**src/rtl/core_sequencer.sv**
```systemverilog
// rtl/core_sequencer.sv - latency-aware fetch/execute sequencer with run/halt/step control
module core_sequencer #(
  parameter int                XLEN         = 32,
  parameter logic [XLEN-1:0]   RESET_PC     = '0,
  parameter int                IMEM_LATENCY = 2,
  parameter int                DMEM_LATENCY = 2,
  parameter int                CNT_WIDTH    = 32
) (
  input  logic                 clk_in,
  input  logic                 rst_n_in,
  input  logic                 run_in,
  input  logic                 step_in,
  input  logic                 halt_req_in,
  input  logic                 bp_en_in,
  input  logic [XLEN-1:0]      bp_addr_in,
  input  logic [31:0]          inst_in,
  input  logic                 is_load_in,
  input  logic [XLEN-1:0]      next_pc_in,
  output logic [XLEN-1:0]      pc_out,
  output logic                 commit_out,
  output logic [2:0]           state_out,
  output logic                 halted_out,
  output logic [1:0]           halt_cause_out,
  output logic [CNT_WIDTH-1:0] cycle_count_out,
  output logic [CNT_WIDTH-1:0] retired_count_out
);

  localparam int MAX_LAT = (IMEM_LATENCY > DMEM_LATENCY) ? IMEM_LATENCY : DMEM_LATENCY;
  localparam int WAIT_W  = (MAX_LAT > 1) ? $clog2(MAX_LAT) : 1;

  localparam logic [WAIT_W-1:0] IMEM_LAST = WAIT_W'(IMEM_LATENCY - 1);
  localparam logic [WAIT_W-1:0] DMEM_LAST = WAIT_W'(DMEM_LATENCY - 1);

  localparam logic [1:0] CAUSE_NONE = 2'd0;
  localparam logic [1:0] CAUSE_ZERO = 2'd1;
  localparam logic [1:0] CAUSE_BP   = 2'd2;
  localparam logic [1:0] CAUSE_EXT  = 2'd3;

  typedef enum logic [2:0] {
    ST_HALT   = 3'd0,
    ST_FETCH  = 3'd1,
    ST_EXEC   = 3'd2,
    ST_MEM    = 3'd3,
    ST_COMMIT = 3'd4
  } state_t;

  state_t                state_q, state_d;
  logic [WAIT_W-1:0]     wait_q, wait_d;
  logic [XLEN-1:0]       pc_q, pc_d;
  logic [1:0]            cause_q, cause_d;
  logic                  bp_skip_q, bp_skip_d;
  logic                  step_q, step_d;
  logic                  halt_pend_q, halt_pend_d;
  logic [CNT_WIDTH-1:0]  cycle_q, cycle_d;
  logic [CNT_WIDTH-1:0]  retired_q, retired_d;

  // Registered FSM state, PC, flags and counters; reset lands in HALT at RESET_PC
  always_ff @(posedge clk_in or negedge rst_n_in) begin
    if (!rst_n_in) begin
      state_q     <= ST_HALT;
      wait_q      <= '0;
      pc_q        <= RESET_PC;
      cause_q     <= CAUSE_NONE;
      bp_skip_q   <= 1'b0;
      step_q      <= 1'b0;
      halt_pend_q <= 1'b0;
      cycle_q     <= '0;
      retired_q   <= '0;
    end else begin
      state_q     <= state_d;
      wait_q      <= wait_d;
      pc_q        <= pc_d;
      cause_q     <= cause_d;
      bp_skip_q   <= bp_skip_d;
      step_q      <= step_d;
      halt_pend_q <= halt_pend_d;
      cycle_q     <= cycle_d;
      retired_q   <= retired_d;
    end
  end

  // Next-state logic: latency waits, breakpoint/zero-instruction/commit halts, counters
  always_comb begin
    state_d     = state_q;
    wait_d      = wait_q;
    pc_d        = pc_q;
    cause_d     = cause_q;
    bp_skip_d   = bp_skip_q;
    step_d      = step_q;
    halt_pend_d = halt_pend_q;

    // A short halt_req pulse mid-instruction is remembered until the next commit.
    if ((state_q != ST_HALT) && halt_req_in) begin
      halt_pend_d = 1'b1;
    end

    case (state_q)
      ST_HALT: begin
        if (run_in || step_in) begin
          state_d   = ST_FETCH;
          wait_d    = '0;
          bp_skip_d = 1'b1;
          step_d    = !run_in;
        end
      end
      ST_FETCH: begin
        if (wait_q == IMEM_LAST) begin
          wait_d    = '0;
          bp_skip_d = 1'b0;
          if (bp_en_in && (pc_q == bp_addr_in) && !bp_skip_q) begin
            state_d = ST_HALT;
            cause_d = CAUSE_BP;
          end else begin
            state_d = ST_EXEC;
          end
        end else begin
          wait_d = wait_q + 1'b1;
        end
      end
      ST_EXEC: begin
        if (inst_in == 32'd0) begin
          state_d = ST_HALT;
          cause_d = CAUSE_ZERO;
        end else if (is_load_in) begin
          state_d = ST_MEM;
          wait_d  = '0;
        end else begin
          state_d = ST_COMMIT;
        end
      end
      ST_MEM: begin
        if (wait_q == DMEM_LAST) begin
          wait_d  = '0;
          state_d = ST_COMMIT;
        end else begin
          wait_d = wait_q + 1'b1;
        end
      end
      ST_COMMIT: begin
        pc_d   = next_pc_in;
        wait_d = '0;
        if (step_q || !run_in || halt_req_in || halt_pend_q) begin
          state_d = ST_HALT;
          cause_d = CAUSE_EXT;
        end else begin
          state_d = ST_FETCH;
        end
      end
      default: begin
        state_d = ST_HALT;
        wait_d  = '0;
      end
    endcase

    // Any halt consumes a pending step or halt request.
    if (state_d == ST_HALT) begin
      step_d      = 1'b0;
      halt_pend_d = 1'b0;
    end

    cycle_d = cycle_q;
    if ((state_q != ST_HALT) && (cycle_q != '1)) begin
      cycle_d = cycle_q + 1'b1;
    end

    retired_d = retired_q;
    if ((state_q == ST_COMMIT) && (retired_q != '1)) begin
      retired_d = retired_q + 1'b1;
    end
  end

  assign pc_out            = pc_q;
  assign commit_out        = (state_q == ST_COMMIT);
  assign state_out         = state_q;
  assign halted_out        = (state_q == ST_HALT);
  assign halt_cause_out    = cause_q;
  assign cycle_count_out   = cycle_q;
  assign retired_count_out = retired_q;

endmodule

```
**config.mk**
```make
export PLATFORM = sky130hd
export DESIGN_NAME = core_sequencer
export DESIGN_NICKNAME = d
export VERILOG_FILES = /design/src/rtl/core_sequencer.sv
export SDC_FILE = /design/constraint.sdc
export NUM_CORES = 1
export LEC_CHECK = 0
export CAP_MARGIN = 25
export CORE_MARGIN = 3
export CORE_UTILIZATION = 40
export CTS_CLUSTER_SIZE = 28
export DETAILED_ROUTE_END_ITERATION = 8
export PLACE_DENSITY = 0.77
export RECOVER_POWER = 25
export SKIP_LAST_GASP = 1
export SLEW_MARGIN = 20
export SYNTH_ARGS = -nofsm -noshare
export SYNTH_HDL_FRONTEND = slang
export SYNTH_SLANG_ARGS = --single-unit
```
**constraint.sdc**
```tcl
create_clock -name clk_in -period 1.85 [get_ports clk_in]
set_clock_uncertainty 0.1 [all_clocks]
set_input_delay 0.185 -clock clk_in [delete_from_list [all_inputs] [get_ports clk_in]]
set_output_delay 0.185 -clock clk_in [all_outputs]
set_load 0.01 [all_outputs]
```
[Word-level counts from Yosys, hierarchy flattened]
Cells that the tools add are included.
Storage, ports and cells
  register bits after elaboration: 105
  latch bits: 0
  bits in writable memories: 0
  ROM bits: 0
  output and inout bits: 103
  word-level logic and storage cells: 77
  memories kept: 0
Cells by class
  add/subtract/negate cells: 3
  $mul: 0
  div/mod/pow operators: 0
  magnitude comparators: 0
  equality and inequality tests: 14
  shift-type cells: 0
  multiplexer cells: 26
  bitwise gates (word level): 0
  reduce and logical (&&, ||, !) cells: 25
Operator list (count)
  $add A32 B1 Y32 const B: 2
  $ne A32 B32 Y1 const B: 2
  $eq A32 B32 Y1: 1
  $logic_not A32 Y1: 1
  $mux W3: 5
  $pmux W3 S5: 1
  $mux W1: 12
  $mux W2: 5
  $ne A2 B2 Y1 const B: 5
  $reduce_bool A2 Y1: 4
  $eq A3 B2 Y1 const B: 2
  $logic_not A3 Y1: 2
  $pmux W2 S3: 1
  $reduce_and A3 Y1: 2
  $reduce_bool A3 Y1: 2
  $logic_and A1 B1 Y1: 5
  $reduce_and A5 Y1: 1
  $logic_or A1 B1 Y1: 4
  $ne A2 B1 Y1 const B: 2
  $eq A3 B1 Y1 const B: 1
  $eq A3 B3 Y1 const B: 1
  $pmux W1 S3: 1
  $logic_not A1 Y1: 2
  $pmux W1 S2: 1
  other kinds (3): 3

[Logic depth before layout (Yosys ltp)]
Gate-level depths: netlist of the first run.
  depth in word-level cells: 9
  gate-level depth with buffers: 7
  mapped depth without buffers: 6

[Worst setup path before layout of the first run]
OpenSTA, ideal clock, no wires.
  path kind: reg-to-reg
  start point: reg retired_q[17], in the netlist retired_count_out[17]
  end point: reg retired_q[1], in the netlist retired_count_out[1]
  setup time: 0.125 ns
  arrival time: 1.834 ns
  slack: -0.208 ns
  stages on the path, launching flop included: 7
  period minus slack after synthesis: 2.058 ns
  path through: dfrtp_1 nand4_1 nor4_1 nand4_1 clkbuf_1 nand2_1 mux2_2
Between the ends
  word-level cells in the longest chain between the ends: 2
Ends and longest elaborated chain
  start: declaration: RTL line 55  | logic [CNT_WIDTH-1:0] retired_q, retired_d;
  start signal: assignment: RTL line 78  | retired_q <= retired_d;
  $ne A32 B32 Y1: RTL line 167  | if ((state_q == ST_COMMIT) && (retired_q != '1)) begin
  $logic_and A1 B1 Y1: RTL line 167
Every way passes these cells.
A chain may end at the register's enable or synchronous reset.

[Worst setup path in the final report of the first run]
  start point: reg cycle_q[8], in the netlist cycle_count_out[8]
  end point: reg cycle_q[10], in the netlist cycle_count_out[10]
Between the ends
  word-level cells in the longest chain between the ends: 2
  elaborated cells on any way between the ends: 3
Ends and longest elaborated chain
  start: declaration: RTL line 54  | logic [CNT_WIDTH-1:0] cycle_q, cycle_d;
  start signal: assignment: RTL line 77  | cycle_q <= cycle_d;
  branches (longest 2 deep; another with $add A32 B1 Y32)
Parallel ways; which one is timed is not known.

==> impl_metrics.csv, run 1 <==
group,metric,value,unit
drt,drtPass1Iterations,5,
clocking,cts-root-buf,"clkbuf_16",
global_route,grt_usage,0.231,
layout,diodes,0,
timing,hold_ws,0.340,ns
layout,nets,941,
clocking,path_clk_slew,0.07,ns
timing,relSlewSlack,0.362,
power_and_ir_drop,vdd_drop_max,0.951,mV
synth,avgSynthCellArea,11.1,sq um
synth,synth_ff_type,"dfrtp_1",
synth,yosys.area.top_type,"dfrtp_1",
floorplan,row_count,41,
drt,routed_wl,19100,um
drt,via_count,5417,
status,violations,"setup timing",
synth,synthTopCellsByArea,"dfrtp_1 50%, xor2_1 9.5%, mux2_2 7.3%",
layout,final_common_cell,"clkdlybuf4s50_1",
clocking,clock_path_buffers,2,
timing,worst_slew_pin_slew,0.957,ns
power_and_ir_drop,finalPower,10.6,mW
setup_path,crit_path_frequent_cell,"nor4_4",
timing,grt_setup_unrepaired,"true",
setup_path,required,1.98,ns
setup_path,arrival,2.18,ns
timing,period_share,1.11,
job,maxCapViolCount,0,
drt,wl_per_cell,18.8,um
timing,final.min_clock_period,2.05,ns
min_path,holdCritPathClass,"in -> reg",
global_route,antenna_found_initial,0,
drt,drtIter0Drc,298,
min_path,holdPathStages,2,
setup_path,startpoint_type,"flop",
floorplan,die-area,14500,sq um
global_route,grt_overflow_total,0,
floorplan,io_pins,206,
place,place_hpwl,12800,um
power_and_ir_drop,pwr_density_cell,1090,nW/um^2
timing,hold_violations,0,
synth,synth-edff-count,0,
drt,drc,0,
setup_path,path_max_fanout,6,
setup_path,r2r_cells,7,
place,placed_area,8540,sq um
power_and_ir_drop,p_leak,4.20,nW
setup_path,endpoint_kind,"flop",
setup_path,crit_type,"reg -> reg",
clocking,cts_made_buffers,9,
place,place_congestion,0.828,
global_route,grt_max_degree,106,
clocking,tritoncts,"done",
drt,postRouteAntennaNets,0,
clocking,clk_latency,0.35,ns
clocking,clock-sinks,105,
timing,finalSetupViolCount,53,
timing,setup_ws,-0.200,ns
synth,synth_seq_cells,105,
clocking,htree_levels,3,
status,outcome,"complete, but fails checks",
setup_path,slowest_stage,"nor4_4",
synth,synth.yosys.warnings,0,
floorplan,coreArea,12700,sq um
place,io_buffer_count,205,
synth,yosysSeqAreaShare,0.501,
layout,drive_gt1_frac,0.359,
layout,area_growth,85.4,%
timing,drv_slew,0,
synth,synth_area,5250,sq um
layout,stdcell_area,9720,sq um
synth,synth.distinct_cells,46,
floorplan,die_h,121,um
global_route,grt_pass1_wl,26700,um
synth,netlist_instances,474,
layout,most-common-layout-cells,"201 x clkdlybuf4s50_1, 135 x buf_4, 95 x dfrtp_1, 57 x xor2_1, 37 x nand4_1",
setup_path,slowest_delay,0.45,ns
global_route,grt_pass1_vias,5386,
floorplan,dieWidth,121,um
drt,viasPerCell,5.35,
synth,syn_nets,579,
synth,synth-async-reset-ratio,1.00,
synth,synth_top_area_share,0.501,
setup_path,crit_chain,"and3_4 > nand4_1 > nor4_4 > buf_4 > buf_8 > nor4_4 > xor2_1",
floorplan,start_util,0.412,
timing,max_freq,488,MHz
-- critical path, delay by kind of cell (launching register included) --
family	cells	cell delay [ns]
simple gates	4	0.96
flops	1	0.37
xor+xnor	1	0.15
buf+inv	2	0.34
-- registers in the layout, summed over array words and instances, names as in the netlist --
signal and count:
bp_skip_q 1, cycle_count_out 32, halt_cause_out 2, halt_pend_q 1, pc_out 32, retired_count_out 32
state_out 3, step_q 1, wait_q 1
-- layout make-up --
| cell class | instances | area [sq um] |
|---|---|---|
| repair buffers | 365 | 3450 |
| multi-input cells | 348 | 3070 |
| fillers | 818 | 3000 |
| flip-flops and latches | 105 | 2640 |
| clock buffers | 14 | 274 |
| well taps | 172 | 215 |
| clock inverters | 2 | 37.5 |
| inverters | 7 | 31.3 |
-- layer usage --
metal / GRT usage / vias up / wire length [um]
li1: - / 2449 / -
met1: 0.269 / 2652 / 7000
met2: 0.409 / 242 / 10100
met3: 0.0458 / 74 / 1100
met4: 0.110 / 0 / 919
met5: 0 / - / 0
-- worst paths after layout --
kind,endpoint,start,slack [ns]
setup / recovery,cycle_count_out[10],cycle_count_out[8],-0.20
hold / removal,pc_out[7],next_pc_in[7],0.34
setup reg to reg,cycle_count_out[10],cycle_count_out[8],-0.20
hold reg to reg,retired_count_out[27],retired_count_out[27],0.40
max in group asynchronous,retired_count_out[0],rst_n_in,0.44
min in group asynchronous,state_out[1],rst_n_in,0.51
-- repair_timing --
item / in CTS / in global routing
gates resized for setup: 28 / 94
pin swaps: 27 / 41
hold buffers: 1 / 0
buffers inserted: 4 / 28
endpoints found under the setup margin: 57 / 68
hold endpoints to repair: 105 / 0
gates cloned: 0 / 5
-- cell families (layout without fill, tap and decap cells) --
kind of cell / count (synthesis) / after routing / synth area share
and+or+nand+nor: 188 / 188 / 0.211
DFF: 105 / 105 / 0.501
xor gates and xnor gates: 94 / 94 / 0.157
muxes: 34 / 34 / 0.0730
AOI/OAI and AO/OA: 30 / 30 / 0.0370
buffers and inverters: 21 / 388 / 0.0162
adders and majority gates: 2 / 2 / 0.00477
-- synth_stat cells (all sizes together) (2+ instances only) --
master / instances
a21oi: 11
a211oi: 2
inv: 7
ha: 2
nor2: 13
or3: 4
o21ai: 4
and2: 9
dfrtp: 105
nor3b: 2
xor2: 57
or2: 4
and4: 6
nor3: 18
mux2: 34
nand2: 30
o21a: 2
a21o: 2
buf: 5
nand2b: 4
nand3: 15
nand4: 39
nor4: 30
clkbuf: 9
and3: 10
xnor2: 37
-- power by group --
group	switching [mW]	total (mW)	internal, mW
logic	2.20	5.29	3.09
registers	0.411	3.26	2.85
clock network	0.861	2.02	1.16
-- metrics by stage --
stage                      util  std cells  setup TNS [ns]  setup WS [ns]
after floorplan               -        474          -0.310        -0.0527
after global placement    0.671        961           -3.04         -0.424
after detailed placement  0.671        961           -4.22         -0.521
after CTS                 0.705        981           -1.99         -0.154
after global routing      0.764       1013          -11.23         -0.292
final                     0.764       1013           -6.08         -0.200
Note: power is estimated with default switching activity, not from simulation.
==> run 2: changes to the inputs <==
==> constraint.sdc (replaced) <==
create_clock -name clk_in -period 1.85 [get_ports clk_in]
set_clock_uncertainty 0.1 [all_clocks]
set_input_delay 0.555 -clock clk_in [delete_from_list [all_inputs] [get_ports clk_in]]
set_output_delay 0.555 -clock clk_in [all_outputs]
set_load 0.01 [all_outputs]
==> impl_metrics.csv, run 2 (same netlist as run 1, synthesis figures left out) <==
group,metric,value,unit
status,violations,"setup timing",
drt,routed_wl,18300,um
layout,utilization,0.743,
min_path,holdCritPathClass,"in -> async",
floorplan,row_count,41,
timing,relSlewSlack,0.493,
global_route,met3_usage,0.0519,
setup_path,worst-path-buf-inv,2,
floorplan,io_pins,206,
setup_path,crit_cells,7,
setup_path,slowest_delay,0.44,ns
clocking,cts-root-buf,"clkbuf_16",
timing,worst_slew_pin_slew,0.761,ns
setup_path,path_delay_family,"simple AND/OR/NAND/NOR gates",
power_and_ir_drop,pwr_density_cell,1030,nW/um^2
layout,area_growth,80.3,%
setup_path,slowest_stage,"dfrtp_1",
clocking,clk_latency,0.35,ns
global_route,grt_usage,0.235,
global_route,grt_pass1_vias,5528,
layout,final_common_cell,"buf_4",
drt,drc,0,
floorplan,die-area,14500,sq um
drt,via_count,5379,
clocking,ctsHoldBuffers,0,
power_and_ir_drop,vdd_drop_max,0.932,mV
place,place_ws,-0.964,ns
global_route,met1_usage,0.274,
timing,setup_ws,-0.223,ns
place,placed_area,8380,sq um
setup_path,startpoint_type,"flop",
setup_path,path_max_fanout,4,
setup_path,arrival,2.20,ns
floorplan,die_h,121,um
timing,hold_violations,0,
power_and_ir_drop,p_leak,4.72,nW
layout,nets,936,
setup_path,crit_type,"reg -> reg",
setup_path,crit_path_frequent_cell,"buf_4",
status,outcome,"complete, but fails checks",
setup_path,crit_chain,"nor3b_4 > buf_4 > and4b_1 > or3_1 > buf_4 > o31ai_1 > a221o_1",
layout,most-common-layout-cells,"136 x buf_4, 93 x dfrtp_1, 91 x dlygate4sd2_1, 53 x xor2_1, 43 x clkdlybuf4s50_1",
clocking,path_clk_slew,0.07,ns
place,place_congestion,0.868,
floorplan,start_util,0.412,
clocking,htree_levels,3,
drt,wl_per_cell,18.1,um
layout,fillers,844,
global_route,grt.busiest_layer,"met2",
setup_path,required,1.97,ns
floorplan,coreArea,12700,sq um
clocking,tritoncts,"done",
job,maxCapViolCount,0,
drt,postRouteAntennaNets,0,
timing,finalSetupViolCount,60,
global_route,grt_pass1_wl,27400,um
timing,max_freq,482,MHz
layout,diodes,0,
global_route,met2_usage,0.421,
layout,drive_gt1_frac,0.368,
drt,drtPass1Iterations,5,
layout,stdcell_area,9460,sq um
timing,grt_setup_unrepaired,"true",
clocking,cts_made_buffers,9,
drt,drtIter0Drc,419,
clocking,clock-sinks,105,
timing,drv_slew,0,
setup_path,endpoint_kind,"flop",
global_route,grt_overflow_total,0,
timing,period_share,1.12,
clocking,clock_path_buffers,2,
drt,viasPerCell,5.34,
place,io_buffer_count,205,
layout,final_cells,1008,
global_route,antenna_found_initial,0,
setup_path,r2r_cells,7,
timing,final.min_clock_period,2.07,ns
floorplan,dieWidth,121,um
power_and_ir_drop,finalPower,9.70,mW
place,dp_cells,941,
global_route,grt_max_degree,33,
place,place_hpwl,12400,um
## run 2: final timing paths
path	to	slack, ns	start
max in group asynchronous	pc_out[9]	0.29	rst_n_in
min in group clk_in	retired_count_out[27]	0.40	retired_count_out[27]
setup reg to reg	halt_cause_out[1]	-0.22	state_out[0]
setup / recovery	halt_cause_out[1]	-0.22	state_out[0]
hold / removal	cycle_count_out[9]	0.15	rst_n_in
hold reg to reg	retired_count_out[27]	0.40	retired_count_out[27]
## run 2: what timing repair did
action | 4_1_cts | 5_1_grt
pin swaps | 46 | 37
setup buffers | 27 | 22
cloned | 2 | 2
setup endpoints to repair | 177 | 129
resized for setup | 187 | 127
## run 2: layer usage
layer / vias to the layer above / share of wire
met5: - / 0
met3: 36 / 0.060
li1: 2435 / -
met2: 243 / 0.53
met4: 0 / 0.023
met1: 2665 / 0.39
## run 2: layout make-up
| class | count | area, sq um | share of cell area |
|---|---|---|---|
| well taps | 172 | 215 | 0.0228 |
| multi-input cells | 348 | 3020 | 0.319 |
| flip-flops and latches | 105 | 2640 | 0.279 |
| repair buffers | 360 | 3230 | 0.342 |
| clock buffers | 12 | 246 | 0.0261 |
| inverters | 7 | 26.3 | 0.00278 |
| clock inverters | 4 | 77.6 | 0.00820 |
## run 2: stage by stage
step | TNS [ns] | hold slack (ns)
floorplan | -0.429 | 0.159
global placement | -8.38 | 0.380
detailed placement | -10.27 | 0.392
CTS | -3.08 | 0.0346
global route | -10.20 | 0.185
finish | -5.71 | 0.150
## run 2: worst reg2reg max path: stages (launching register included)
cell,delay (ns)
dfrtp_1,0.44
nor3b_4,0.33
buf_4,0.22
and4b_1,0.21
or3_1,0.16
buf_4,0.13
o31ai_1,0.06
a221o_1,0.30
## run 2: where the power goes
part	switching [mW]	internal, mW	total, mW	leakage (nW)
combinational	2.00	2.30	4.29	3.20
sequential	0.448	2.85	3.30	1.36
clock	0.875	1.23	2.11	0.157
==> run 3: changes to the inputs <==
--- a/config.mk
+++ b/config.mk
@@ -12,6 +12,7 @@
 export DETAILED_ROUTE_END_ITERATION = 8
 export PLACE_DENSITY = 0.77
 export RECOVER_POWER = 25
+export REMOVE_ABC_BUFFERS = 1
 export SKIP_LAST_GASP = 1
 export SLEW_MARGIN = 20
 export SYNTH_ARGS = -nofsm -noshare
==> impl_metrics.csv, run 3 (same netlist as run 1, synthesis figures left out) <==
group,metric,value,unit
floorplan,die-area,14500,sq um
min_path,holdCritPathClass,"in -> async",
global_route,grt_max_degree,46,
power_and_ir_drop,pwr_density_cell,1040,nW/um^2
place,place_hpwl,12800,um
clocking,ctsHoldBuffers,0,
layout,final_cells,1041,
job,maxCapViolCount,0,
setup_path,crit_type,"reg -> reg",
timing,max_freq,470,MHz
clocking,clock-sinks,105,
place,place_congestion,0.846,
drt,wl_per_cell,19.3,um
drt,drc,0,
timing,finalSetupViolCount,60,
drt,viasPerCell,5.39,
layout,final_common_cell,"buf_4",
timing,drv_slew,0,
floorplan,start_util,0.412,
status,outcome,"complete, but fails checks",
floorplan,io_pins,206,
global_route,grt_pass1_wl,28700,um
layout,nets,970,
place,dp_cells,969,
setup_path,startpoint_type,"flop",
timing,worst_slew_pin_slew,0.677,ns
timing,period_share,1.15,
timing,setup_ws,-0.277,ns
drt,drtPass1Iterations,4,
power_and_ir_drop,p_leak,4.76,nW
timing,final.min_clock_period,2.13,ns
layout,diodes,0,
floorplan,coreArea,12700,sq um
clocking,clock_path_buffers,2,
layout,most-common-layout-cells,"158 x buf_4, 102 x dfrtp_1, 93 x dlygate4sd2_1, 52 x xor2_1, 42 x clkdlybuf4s15_1",
clocking,clk_latency,0.35,ns
clocking,tritoncts,"done",
global_route,grt_overflow_total,0,
layout,fillers,832,
clocking,cts-root-buf,"clkbuf_16",
power_and_ir_drop,vdd_drop_max,0.829,mV
global_route,grt_pass1_vias,5719,
floorplan,row_count,41,
floorplan,die_h,121,um
drt,drtIter0Drc,317,
clocking,htree_levels,3,
timing,hold_violations,0,
timing,hold_ws,0.133,ns
floorplan,dieWidth,121,um
setup_path,path_max_fanout,4,
layout,drive_gt1_frac,0.406,
global_route,antenna_found_initial,0,
layout,area_growth,85.6,%
timing,relSlewSlack,0.549,
setup_path,endpoint_kind,"flop",
drt,postRouteAntennaNets,0,
place,io_buffer_count,205,
drt,via_count,5607,
setup_path,required,1.99,ns
setup_path,arrival,2.26,ns
clocking,path_clk_slew,0.07,ns
global_route,grt_usage,0.249,
status,violations,"setup timing",
clocking,cts_made_buffers,9,
drt,routed_wl,20100,um
timing,grt_setup_unrepaired,"true",
-- run 3: critical path, stage by stage, from the launching register on --
cell and delay [ns]:
dfrtp_2 0.47, nor3b_4 0.23, buf_12 0.15, buf_12 0.10, nand4_1 0.11, buf_4 0.19
a211oi_4 0.21, buf_6 0.15, nand4_1 0.15, xnor2_1 0.16
-- run 3: cell type report --
class	count	area, sq um	share of cell area
well taps	172	215	0.0221
clock inverters	3	65.1	0.00668
multi-input cells	348	3110	0.319
inverters	7	28.8	0.00296
repair buffers	394	3440	0.353
clock buffers	12	246	0.0253
flip-flops and latches	105	2630	0.270
-- run 3: layer usage --
layer	global-route usage	wire length, um
met5	0	0
met4	0.106	697
met3	0.0585	1400
met2	0.441	10600
met1	0.288	7390
-- run 3: final timing paths --
| path | cells after the start | to | from | slack, ns |
|---|---|---|---|---|
| min reg2reg | 1 | halt_cause_out[0] | halt_cause_out[0] | 0.39 |
| max in group asynchronous | 2 | pc_out[16] | rst_n_in | 0.46 |
| min in group clk_in | 1 | halt_cause_out[0] | halt_cause_out[0] | 0.39 |
| max | 9 | retired_count_out[20] | state_out[1] | -0.28 |
| min | 1 | cycle_count_out[14] | rst_n_in | 0.13 |
| max reg2reg | 9 | retired_count_out[20] | state_out[1] | -0.28 |
-- run 3: what timing repair did --
action,CTS,global route
endpoints found under the setup margin,159,115
pin swaps,76,77
buffers inserted,34,23
gates resized for setup,239,163
cloned,1,3
endpoints found under the hold margin,0,0
-- run 3: stage by stage --
step,setup WS (ns),instance area [sq um],setup TNS [ns],total power [mW],utilization
6_report,-0.277,9740,-6.81,10.1,0.765
5_1_grt,-0.347,9740,-11.06,10.6,0.765
4_1_cts,-0.186,9190,-3.13,9.68,0.722
3_5_place_dp,-0.871,8520,-10.68,7.65,0.670
3_3_place_gp,-0.765,8520,-7.60,7.48,0.670
2_1_floorplan,-1.71,5190,-112.99,4.94,-
-- run 3: power breakdown --
part           total (mW)  internal (mW)  switching, mW
clock                2.08           1.22          0.859
combinational        4.78           2.62           2.16
sequential           3.28           2.84          0.439
